File: src/rtl/core_region_pkg.sv
// Shared types and constants for the core region bus-master engine:
// FSM encoding, the boot register table and the interrupt-acknowledge address.
package core_region_pkg;

  typedef enum logic [2:0] {
    BOOT_ISSUE = 3'd0,
    BOOT_GAP   = 3'd1,
    IDLE       = 3'd2,
    IRQ_ISSUE  = 3'd3,
    EOI        = 3'd4
  } state_t;

  typedef struct packed {
    logic [31:0] addr;
    logic [31:0] data;
  } boot_entry_t;

  localparam int IRQ_LINES = 32;
  localparam int IRQ_IDX_W = 5;

  localparam int BOOT_LEN   = 4;
  // Table keeps at least one slot so an empty boot sequence still elaborates.
  localparam int BOOT_DEPTH = (BOOT_LEN > 0) ? BOOT_LEN : 1;

  localparam boot_entry_t BOOT_TABLE [BOOT_DEPTH] = '{
    '{addr: 32'h4000_0000, data: 32'h0000_0001},
    '{addr: 32'h4000_0004, data: 32'h0000_00ff},
    '{addr: 32'h4000_0010, data: 32'hdead_beef},
    '{addr: 32'h4000_0020, data: 32'h8000_0000}
  };

  localparam logic [31:0] DEFAULT_IRQ_ACK_ADDR = 32'h1000_0000;

  function automatic logic [IRQ_IDX_W-1:0] lowest_set(input logic [IRQ_LINES-1:0] vec);
    lowest_set = '0;
    for (int i = IRQ_LINES - 1; i >= 0; i--) begin
      if (vec[i]) lowest_set = IRQ_IDX_W'(i);
    end
  endfunction

endpackage

File: src/rtl/axi_lite.sv
// AXI-Lite bundle with master and slave views.
interface axi_lite #(
  parameter int ADDR_WIDTH = 32,
  parameter int DATA_WIDTH = 32
);
  logic                    awvalid;
  logic                    awready;
  logic [ADDR_WIDTH-1:0]   awaddr;
  logic [2:0]              awprot;
  logic                    wvalid;
  logic                    wready;
  logic [DATA_WIDTH-1:0]   wdata;
  logic [DATA_WIDTH/8-1:0] wstrb;
  logic                    bvalid;
  logic                    bready;
  logic [1:0]              bresp;
  logic                    arvalid;
  logic                    arready;
  logic [ADDR_WIDTH-1:0]   araddr;
  logic [2:0]              arprot;
  logic                    rvalid;
  logic                    rready;
  logic [DATA_WIDTH-1:0]   rdata;
  logic [1:0]              rresp;

  modport master (
    output awvalid, awaddr, awprot, wvalid, wdata, wstrb, bready,
           arvalid, araddr, arprot, rready,
    input  awready, wready, bvalid, bresp, arready, rvalid, rdata, rresp
  );

  modport slave (
    input  awvalid, awaddr, awprot, wvalid, wdata, wstrb, bready,
           arvalid, araddr, arprot, rready,
    output awready, wready, bvalid, bresp, arready, rvalid, rdata, rresp
  );
endinterface

File: src/rtl/axil_write_issuer.sv
// Drives one AXI-Lite write on the aw/w channels per start pulse; done is
// combinational and high in the cycle the later of the two handshakes occurs.
module axil_write_issuer #(
  parameter int ADDR_WIDTH = 32,
  parameter int DATA_WIDTH = 32
) (
  input  logic                  clk,
  input  logic                  reset,
  input  logic                  start,
  input  logic [ADDR_WIDTH-1:0] addr,
  input  logic [DATA_WIDTH-1:0] data,
  output logic                  done,
  output logic                  awvalid,
  input  logic                  awready,
  output logic [ADDR_WIDTH-1:0] awaddr,
  output logic                  wvalid,
  input  logic                  wready,
  output logic [DATA_WIDTH-1:0] wdata
);

  logic                  awvalid_reg;
  logic                  wvalid_reg;
  logic [ADDR_WIDTH-1:0] awaddr_reg;
  logic [DATA_WIDTH-1:0] wdata_reg;
  logic                  busy;

  assign busy = awvalid_reg | wvalid_reg;
  // A channel whose valid already dropped has completed its handshake.
  assign done = busy & (~awvalid_reg | awready) & (~wvalid_reg | wready);

  always_ff @(posedge clk) begin
    if (reset) begin
      awvalid_reg <= 1'b0;
      wvalid_reg  <= 1'b0;
      awaddr_reg  <= '0;
      wdata_reg   <= '0;
    end else if (start && !busy) begin
      awvalid_reg <= 1'b1;
      wvalid_reg  <= 1'b1;
      awaddr_reg  <= addr;
      wdata_reg   <= data;
    end else begin
      if (awvalid_reg && awready) awvalid_reg <= 1'b0;
      if (wvalid_reg && wready)   wvalid_reg  <= 1'b0;
    end
  end

  assign awvalid = awvalid_reg;
  assign awaddr  = awaddr_reg;
  assign wvalid  = wvalid_reg;
  assign wdata   = wdata_reg;

endmodule

File: src/rtl/core_region_lite.sv
// Core-region stand-in: replays the boot table over AXI-Lite, then acknowledges
// edge-captured interrupts lowest index first with a one-hot end-of-interrupt.
module core_region_lite
  import core_region_pkg::*;
#(
  parameter int                    ADDR_WIDTH   = 32,
  parameter int                    DATA_WIDTH   = 32,
  parameter logic [ADDR_WIDTH-1:0] IRQ_ACK_ADDR = ADDR_WIDTH'(DEFAULT_IRQ_ACK_ADDR)
) (
  input  logic                 clk,
  input  logic                 reset,
  input  logic [IRQ_LINES-1:0] irq,
  output logic [IRQ_LINES-1:0] eoi,
  axi_lite.master              core_master
);

  localparam int BIDX_W = $clog2(BOOT_DEPTH + 1);

  state_t                state_reg, state_next;
  logic [BIDX_W-1:0]     boot_idx_reg, boot_idx_next;
  logic                  launch_reg;
  logic [IRQ_LINES-1:0]  irq_q_reg;
  logic [IRQ_LINES-1:0]  pending_reg, pending_next;
  logic [IRQ_LINES-1:0]  clear_mask;
  logic [IRQ_LINES-1:0]  eoi_reg, eoi_next;
  logic [IRQ_LINES-1:0]  sel_onehot;
  logic [IRQ_IDX_W-1:0]  irq_sel_reg, irq_sel_next;
  boot_entry_t           boot_entry;
  logic                  boot_more;
  logic                  issue_start;
  logic                  issue_done;
  logic [ADDR_WIDTH-1:0] issue_addr;
  logic [DATA_WIDTH-1:0] issue_data;
  logic                  aw_valid, w_valid;
  logic [ADDR_WIDTH-1:0] aw_addr;
  logic [DATA_WIDTH-1:0] w_data;
  logic                  unused_inputs;

  for (genvar gi = 0; gi < IRQ_LINES; gi++) begin : g_sel
    assign sel_onehot[gi] = (irq_sel_reg == IRQ_IDX_W'(gi));
  end

  always_comb begin
    boot_entry = '0;
    for (int i = 0; i < BOOT_DEPTH; i++) begin
      if (boot_idx_reg == BIDX_W'(i)) boot_entry = BOOT_TABLE[i];
    end
  end

  assign boot_more = (boot_idx_reg < BIDX_W'(BOOT_LEN));

  // The write is launched on the transition into an issue state so the
  // valids appear in the first cycle of that state.
  always_comb begin
    state_next    = state_reg;
    boot_idx_next = boot_idx_reg;
    irq_sel_next  = irq_sel_reg;
    issue_start   = 1'b0;
    issue_addr    = ADDR_WIDTH'(boot_entry.addr);
    issue_data    = DATA_WIDTH'(boot_entry.data);
    eoi_next      = '0;
    clear_mask    = '0;
    case (state_reg)
      BOOT_ISSUE: begin
        if (launch_reg) begin
          if (BOOT_LEN == 0) state_next = IDLE;
          else               issue_start = 1'b1;
        end else if (issue_done) begin
          boot_idx_next = boot_idx_reg + BIDX_W'(1);
          state_next    = BOOT_GAP;
        end
      end
      BOOT_GAP: begin
        if (boot_more) begin
          issue_start = 1'b1;
          state_next  = BOOT_ISSUE;
        end else begin
          state_next = IDLE;
        end
      end
      IDLE: begin
        if (|pending_reg) begin
          irq_sel_next = lowest_set(pending_reg);
          issue_start  = 1'b1;
          issue_addr   = IRQ_ACK_ADDR;
          issue_data   = DATA_WIDTH'(irq_sel_next);
          state_next   = IRQ_ISSUE;
        end
      end
      IRQ_ISSUE: begin
        if (issue_done) begin
          eoi_next   = sel_onehot;
          state_next = EOI;
        end
      end
      EOI: begin
        clear_mask = eoi_reg;
        state_next = IDLE;
      end
      default: state_next = IDLE;
    endcase
  end

  // A fresh edge on a bit being cleared keeps that bit pending.
  assign pending_next = (pending_reg & ~clear_mask) | (irq & ~irq_q_reg);

  always_ff @(posedge clk) begin
    if (reset) begin
      state_reg    <= BOOT_ISSUE;
      boot_idx_reg <= '0;
      launch_reg   <= 1'b1;
      irq_q_reg    <= '0;
      pending_reg  <= '0;
      irq_sel_reg  <= '0;
      eoi_reg      <= '0;
    end else begin
      state_reg    <= state_next;
      boot_idx_reg <= boot_idx_next;
      launch_reg   <= 1'b0;
      irq_q_reg    <= irq;
      pending_reg  <= pending_next;
      irq_sel_reg  <= irq_sel_next;
      eoi_reg      <= eoi_next;
    end
  end

  axil_write_issuer #(
    .ADDR_WIDTH(ADDR_WIDTH),
    .DATA_WIDTH(DATA_WIDTH)
  ) u_issuer (
    .clk     (clk),
    .reset   (reset),
    .start   (issue_start),
    .addr    (issue_addr),
    .data    (issue_data),
    .done    (issue_done),
    .awvalid (aw_valid),
    .awready (core_master.awready),
    .awaddr  (aw_addr),
    .wvalid  (w_valid),
    .wready  (core_master.wready),
    .wdata   (w_data)
  );

  assign eoi                 = eoi_reg;
  assign core_master.awvalid = aw_valid;
  assign core_master.awaddr  = aw_addr;
  assign core_master.awprot  = 3'b000;
  assign core_master.wvalid  = w_valid;
  assign core_master.wdata   = w_data;
  assign core_master.wstrb   = '1;
  assign core_master.bready  = 1'b1;
  assign core_master.arvalid = 1'b0;
  assign core_master.araddr  = '0;
  assign core_master.arprot  = 3'b000;
  assign core_master.rready  = 1'b1;

  // Posted writes: responses and the read channel are never consumed.
  assign unused_inputs = ^{core_master.bvalid, core_master.bresp, core_master.arready,
                           core_master.rvalid, core_master.rdata, core_master.rresp};

endmodule

File: src/flat_wrapper.sv
// flat-port wrapper written by rule: the top's interface ports become plain ports
module core_region_lite_flat import core_region_pkg::*;
#(
  parameter int                    ADDR_WIDTH   = 32,
  parameter int                    DATA_WIDTH   = 32,
  parameter logic [ADDR_WIDTH-1:0] IRQ_ACK_ADDR = ADDR_WIDTH'(DEFAULT_IRQ_ACK_ADDR)
)
  (clk, reset, irq, eoi, core_master_awvalid, core_master_awaddr, core_master_awprot, core_master_wvalid, core_master_wdata, core_master_wstrb, core_master_bready, core_master_arvalid, core_master_araddr, core_master_arprot, core_master_rready, core_master_awready, core_master_wready, core_master_bvalid, core_master_bresp, core_master_arready, core_master_rvalid, core_master_rdata, core_master_rresp);
  axi_lite #(.ADDR_WIDTH(ADDR_WIDTH), .DATA_WIDTH(DATA_WIDTH)) core_master_i ();
  input  logic clk;
  input  logic reset;
  input  logic [IRQ_LINES-1:0] irq;
  output logic [IRQ_LINES-1:0] eoi;
  output wire logic [$bits(core_master_i.awvalid)-1:0] core_master_awvalid;
  output wire logic [$bits(core_master_i.awaddr)-1:0] core_master_awaddr;
  output wire logic [$bits(core_master_i.awprot)-1:0] core_master_awprot;
  output wire logic [$bits(core_master_i.wvalid)-1:0] core_master_wvalid;
  output wire logic [$bits(core_master_i.wdata)-1:0] core_master_wdata;
  output wire logic [$bits(core_master_i.wstrb)-1:0] core_master_wstrb;
  output wire logic [$bits(core_master_i.bready)-1:0] core_master_bready;
  output wire logic [$bits(core_master_i.arvalid)-1:0] core_master_arvalid;
  output wire logic [$bits(core_master_i.araddr)-1:0] core_master_araddr;
  output wire logic [$bits(core_master_i.arprot)-1:0] core_master_arprot;
  output wire logic [$bits(core_master_i.rready)-1:0] core_master_rready;
  input wire logic [$bits(core_master_i.awready)-1:0] core_master_awready;
  input wire logic [$bits(core_master_i.wready)-1:0] core_master_wready;
  input wire logic [$bits(core_master_i.bvalid)-1:0] core_master_bvalid;
  input wire logic [$bits(core_master_i.bresp)-1:0] core_master_bresp;
  input wire logic [$bits(core_master_i.arready)-1:0] core_master_arready;
  input wire logic [$bits(core_master_i.rvalid)-1:0] core_master_rvalid;
  input wire logic [$bits(core_master_i.rdata)-1:0] core_master_rdata;
  input wire logic [$bits(core_master_i.rresp)-1:0] core_master_rresp;
  assign core_master_awvalid = core_master_i.awvalid;
  assign core_master_awaddr = core_master_i.awaddr;
  assign core_master_awprot = core_master_i.awprot;
  assign core_master_wvalid = core_master_i.wvalid;
  assign core_master_wdata = core_master_i.wdata;
  assign core_master_wstrb = core_master_i.wstrb;
  assign core_master_bready = core_master_i.bready;
  assign core_master_arvalid = core_master_i.arvalid;
  assign core_master_araddr = core_master_i.araddr;
  assign core_master_arprot = core_master_i.arprot;
  assign core_master_rready = core_master_i.rready;
  assign core_master_i.awready = core_master_awready;
  assign core_master_i.wready = core_master_wready;
  assign core_master_i.bvalid = core_master_bvalid;
  assign core_master_i.bresp = core_master_bresp;
  assign core_master_i.arready = core_master_arready;
  assign core_master_i.rvalid = core_master_rvalid;
  assign core_master_i.rdata = core_master_rdata;
  assign core_master_i.rresp = core_master_rresp;
  core_region_lite #(.ADDR_WIDTH(ADDR_WIDTH), .DATA_WIDTH(DATA_WIDTH), .IRQ_ACK_ADDR(IRQ_ACK_ADDR)) u_core (.clk(clk), .reset(reset), .irq(irq), .eoi(eoi), .core_master(core_master_i));
endmodule
File: config.mk
export PLATFORM = sky130hd
export DESIGN_NAME = core_region_lite_flat
export DESIGN_NICKNAME = d
export VERILOG_FILES = /design/src/rtl/core_region_pkg.sv /design/src/rtl/axi_lite.sv /design/src/rtl/axil_write_issuer.sv /design/src/rtl/core_region_lite.sv /design/src/flat_wrapper.sv
export SDC_FILE = /design/constraint.sdc
export NUM_CORES = 1
export LEC_CHECK = 0
export ABC_AREA = 0
export BUFFER_PORTS_ARGS = -buffer_cell sky130_fd_sc_hd__buf_2
export CAP_MARGIN = 40
export CORE_ASPECT_RATIO = 0.5
export CORE_MARGIN = 2
export CORE_UTILIZATION = 48
export CTS_CLUSTER_SIZE = 30
export DETAILED_ROUTE_END_ITERATION = 8
export PLACE_DENSITY = 0.81
export SKIP_LAST_GASP = 1
export SLEW_MARGIN = 20
export SYNTH_ARGS = -nofsm -noshare
export SYNTH_HDL_FRONTEND = slang
export SYNTH_SLANG_ARGS = --single-unit
File: constraint.sdc
create_clock -name clk -period 2.7 [get_ports clk]
set_input_delay 0.135 -clock clk [delete_from_list [all_inputs] [get_ports clk]]
set_output_delay 0.135 -clock clk [all_outputs]
set_load 0.05 [all_outputs]
==> out/metrics.yaml <==
placed_design:
  io_buffers: 99
  post-place-ws_ns: 0.594
  hpwl_um: 7910
  place.gp.congestion: 0.825
critical_path:
  crit_start: "u_core.pending_reg[15]"
  cp.required_ns: 2.97
  cpPeakStageDelay_ns: 0.54
  cp_max_fo: 14
  rr_startpoint: "u_core.pending_reg[15]"
  cp-start-kind: "flop"
  crit_end: "u_core.u_issuer.wdata[0]"
  endpoint_kind: "flop"
  reg2reg_slack_ns: 0.50
  path_cells: "nor4_4 > nand4_2 > o21ai_2 > nor3_1 > o21ai_0 > o311ai_0"
  reg2regPathDepth: 6
  reg2reg_to: "u_core.u_issuer.wdata[0]"
  cp_num_cells: 6
  arrival_ns: 2.46
  crit_slowest_cell: "o21ai_2"
  crit_buf_inv: 0
  crit_type: "flop to flop"
  path_delay_family: "compound AO/OA/AOI/OAI gates"
yosys:
  ys_types: 51
  ys_async_sr_fraction_pct: 0
  synth_most_common_cell: "dfxtp_1"
  synth_top_area_cell: "dfxtp_1"
  synth-seq-area-share_pct: 45.3
  ys_dominant_reg_cell: "dfxtp_1"
  synth_top_cells_by_count: "dfxtp_1 (122), buf_4 (97), nor2_1 (82), nor2b_1 (61), a21oi_1 (57)"
  synthTopCellsByArea: "dfxtp_1 (45%), buf_4 (14%), nor2b_1 (7.1%)"
  synth_area_um2: 5390
  syn_area_per_cell_um2: 8.72
  synth-edff-count: 0
  syn_inst: 618
  yosysWarnings: 0
  ys_seq_elements: 122
  netlist.area_leader.share_pct: 45.3
run_status:
  outcome: "finished with violations"
  violations: "hold timing"
floorplan:
  core.rowCount: 27
  die_area_um2: 12100
  die_h_um: 78.9
  core_um2: 11000
  ios: 218
  die_x_um: 154
  initial_core_util_pct: 49.1
clocking:
  cts.sinks: 122
  cts_buffers: 17
  max-clock-path-buffers: 2
  insertion_delay_ns: 0.41
  cts_tree: "done"
  clk_pin_slew_worst_paths_ns: 0.05
  clock-root-buffer: "clkbuf_16"
  cts_max_level: 4
detailed_routing:
  drt-total-wl_um: 11900
  via_per_inst: 4.85
  drc: 0
  drt-initial-drc-count: 290
  dr_wl_met2_um: 5780
  drt.antenna.violating_nets: 0
  met3WireLength_um: 734
  routedWlPerCell_um: 13.4
  via_count: 4306
  wl_met1_um: 5120
  top_layer: "met4"
  first_pass_iters: 5
global_routing:
  grt_usage_pct: 19.8
  grt_pass1_wl_um: 18900
  first_global_vias: 3909
  antenna_found_initial: 0
  grt_overflow: 0
  grt_max_degree: 60
min_path:
  hold_class: "input pin to flop"
timing:
  max_freq_mhz: 455
  tightest_slew_ns: 0.595
  min_period_ns: 2.20
  relSlewSlack_pct: 60.3
  hold_viol: 1
  fin_hold_ws_ns: -0.00456
  setup_ws_ns: 0.503
  rsz0062_at_grt: "false"
  setup_viol: 0
  post-route-period-util_pct: 81.4
  finalSetupTns_ns: 0
  fin_skew_ns: 0.00527
  slew_viol_final: 0
final_layout:
  final_util_pct: 59.0
  fin_nets: 810
  diodes: 0
  n_fill_cell: 883
  drive_above_1_share_pct: 20.7
  areaGrowthSynthToFinish_pct: 20.3
pwr:
  peakVddDrop_mv: 0.494
  powerDensity_nw_per_um2: 765
  leakage_nw: 2.83
run:
  cap_viol_max_count: 0
## metrics by stage
step                      instance area (um^2)  hold WS (ns)  total power [W]  cells
after floorplan                           5680         0.163          0.00273    695
after global placement                    5550         0.354          0.00274    823
after detailed placement                  5580         0.361          0.00276    824
after CTS                                 6480       0.00209          0.00497    888
after global routing                      6480       0.00277          0.00513    888
final                                     6480      -0.00456          0.00496    888
## what timing repair did
action,in CTS,in global routing
hold buffers,32,0
gates resized for setup,0,0
setup buffers,0,0
hold endpoints to repair,36,0
## how the worst min path moves through the flow
stage	from	end	slack [ns]	cells past startpoint
finish	irq[23]	u_core.pending_reg[23]	-0.005	3
global route	irq[23]	u_core.pending_reg[23]	0.003	3
CTS	irq[23]	u_core.pending_reg[23]	0.002	3
detailed placement	irq[25]	u_core.irq_q_reg[25]	0.36	2
global placement	irq[27]	u_core.irq_q_reg[27]	0.35	2
floorplan	reset	u_core.launch_reg	0.16	0
## layout make-up
class	count	area (um^2)	area share (%)
Inverter	16	60.1	0.926
Clock buffer	20	457	7.04
Timing Repair Buffer	134	858	13.2
Clock inverter	12	124	1.91
Sequential cell	122	2440	37.7
Multi-Input combinational cell	439	2360	36.4
Tap cell	145	181	2.80
## cells by family after synthesis
family | synth area share [%]
AO/OA/AOI/OAI | 9.83
XOR/XNOR | 0.163
adder cells (fa/ha/maj) | 1.16
buffers and inverters | 16.3
flip-flops | 45.3
multiplexers | 0.372
other | 0.139
AND/OR/NAND/NOR | 26.7
## where the power goes
group	internal, W	leakage [nW]	switching, W
registers	0.00190	1.00	0.0000981
clock network	0.00140	0.278	0.000793
logic	0.000217	1.55	0.000559
## cells in the final DEF (no fill, tap or decap), types with 3 or more instances in the layout
cell,instances
o211ai_1,4
clkinv_2,5
clkbuf_16,17
nor4_4,7
dfxtp_1,122
nor2_1,82
nand3_1,6
conb_1,79
buf_2,99
nor4_1,5
nor3_2,3
nand2_1,48
clkinvlp_4,4
ha_1,5
o21ai_0,8
a211oi_1,3
a21oi_1,57
nor3_1,22
dlygate4sd3_1,32
nand2b_1,9
nor2b_1,61
inv_1,16
nand3b_1,3
## metal layers
| metal | up-vias | GRT usage [%] |
|---|---|---|
| li1 | 2093 | - |
| met1 | 2021 | 23.7 |
| met2 | 165 | 33.6 |
| met3 | 27 | 5.40 |
| met4 | 0 | 9.16 |
| met5 | - | 0 |
## worst register-to-register path, stage by stage, from the launching register on
cell,delay (ns)
dfxtp_1,0.35
nor4_4,0.44
nand4_2,0.24
o21ai_2,0.54
nor3_1,0.10
o21ai_0,0.18
o311ai_0,0.20
(Power assumes the default switching activity.)
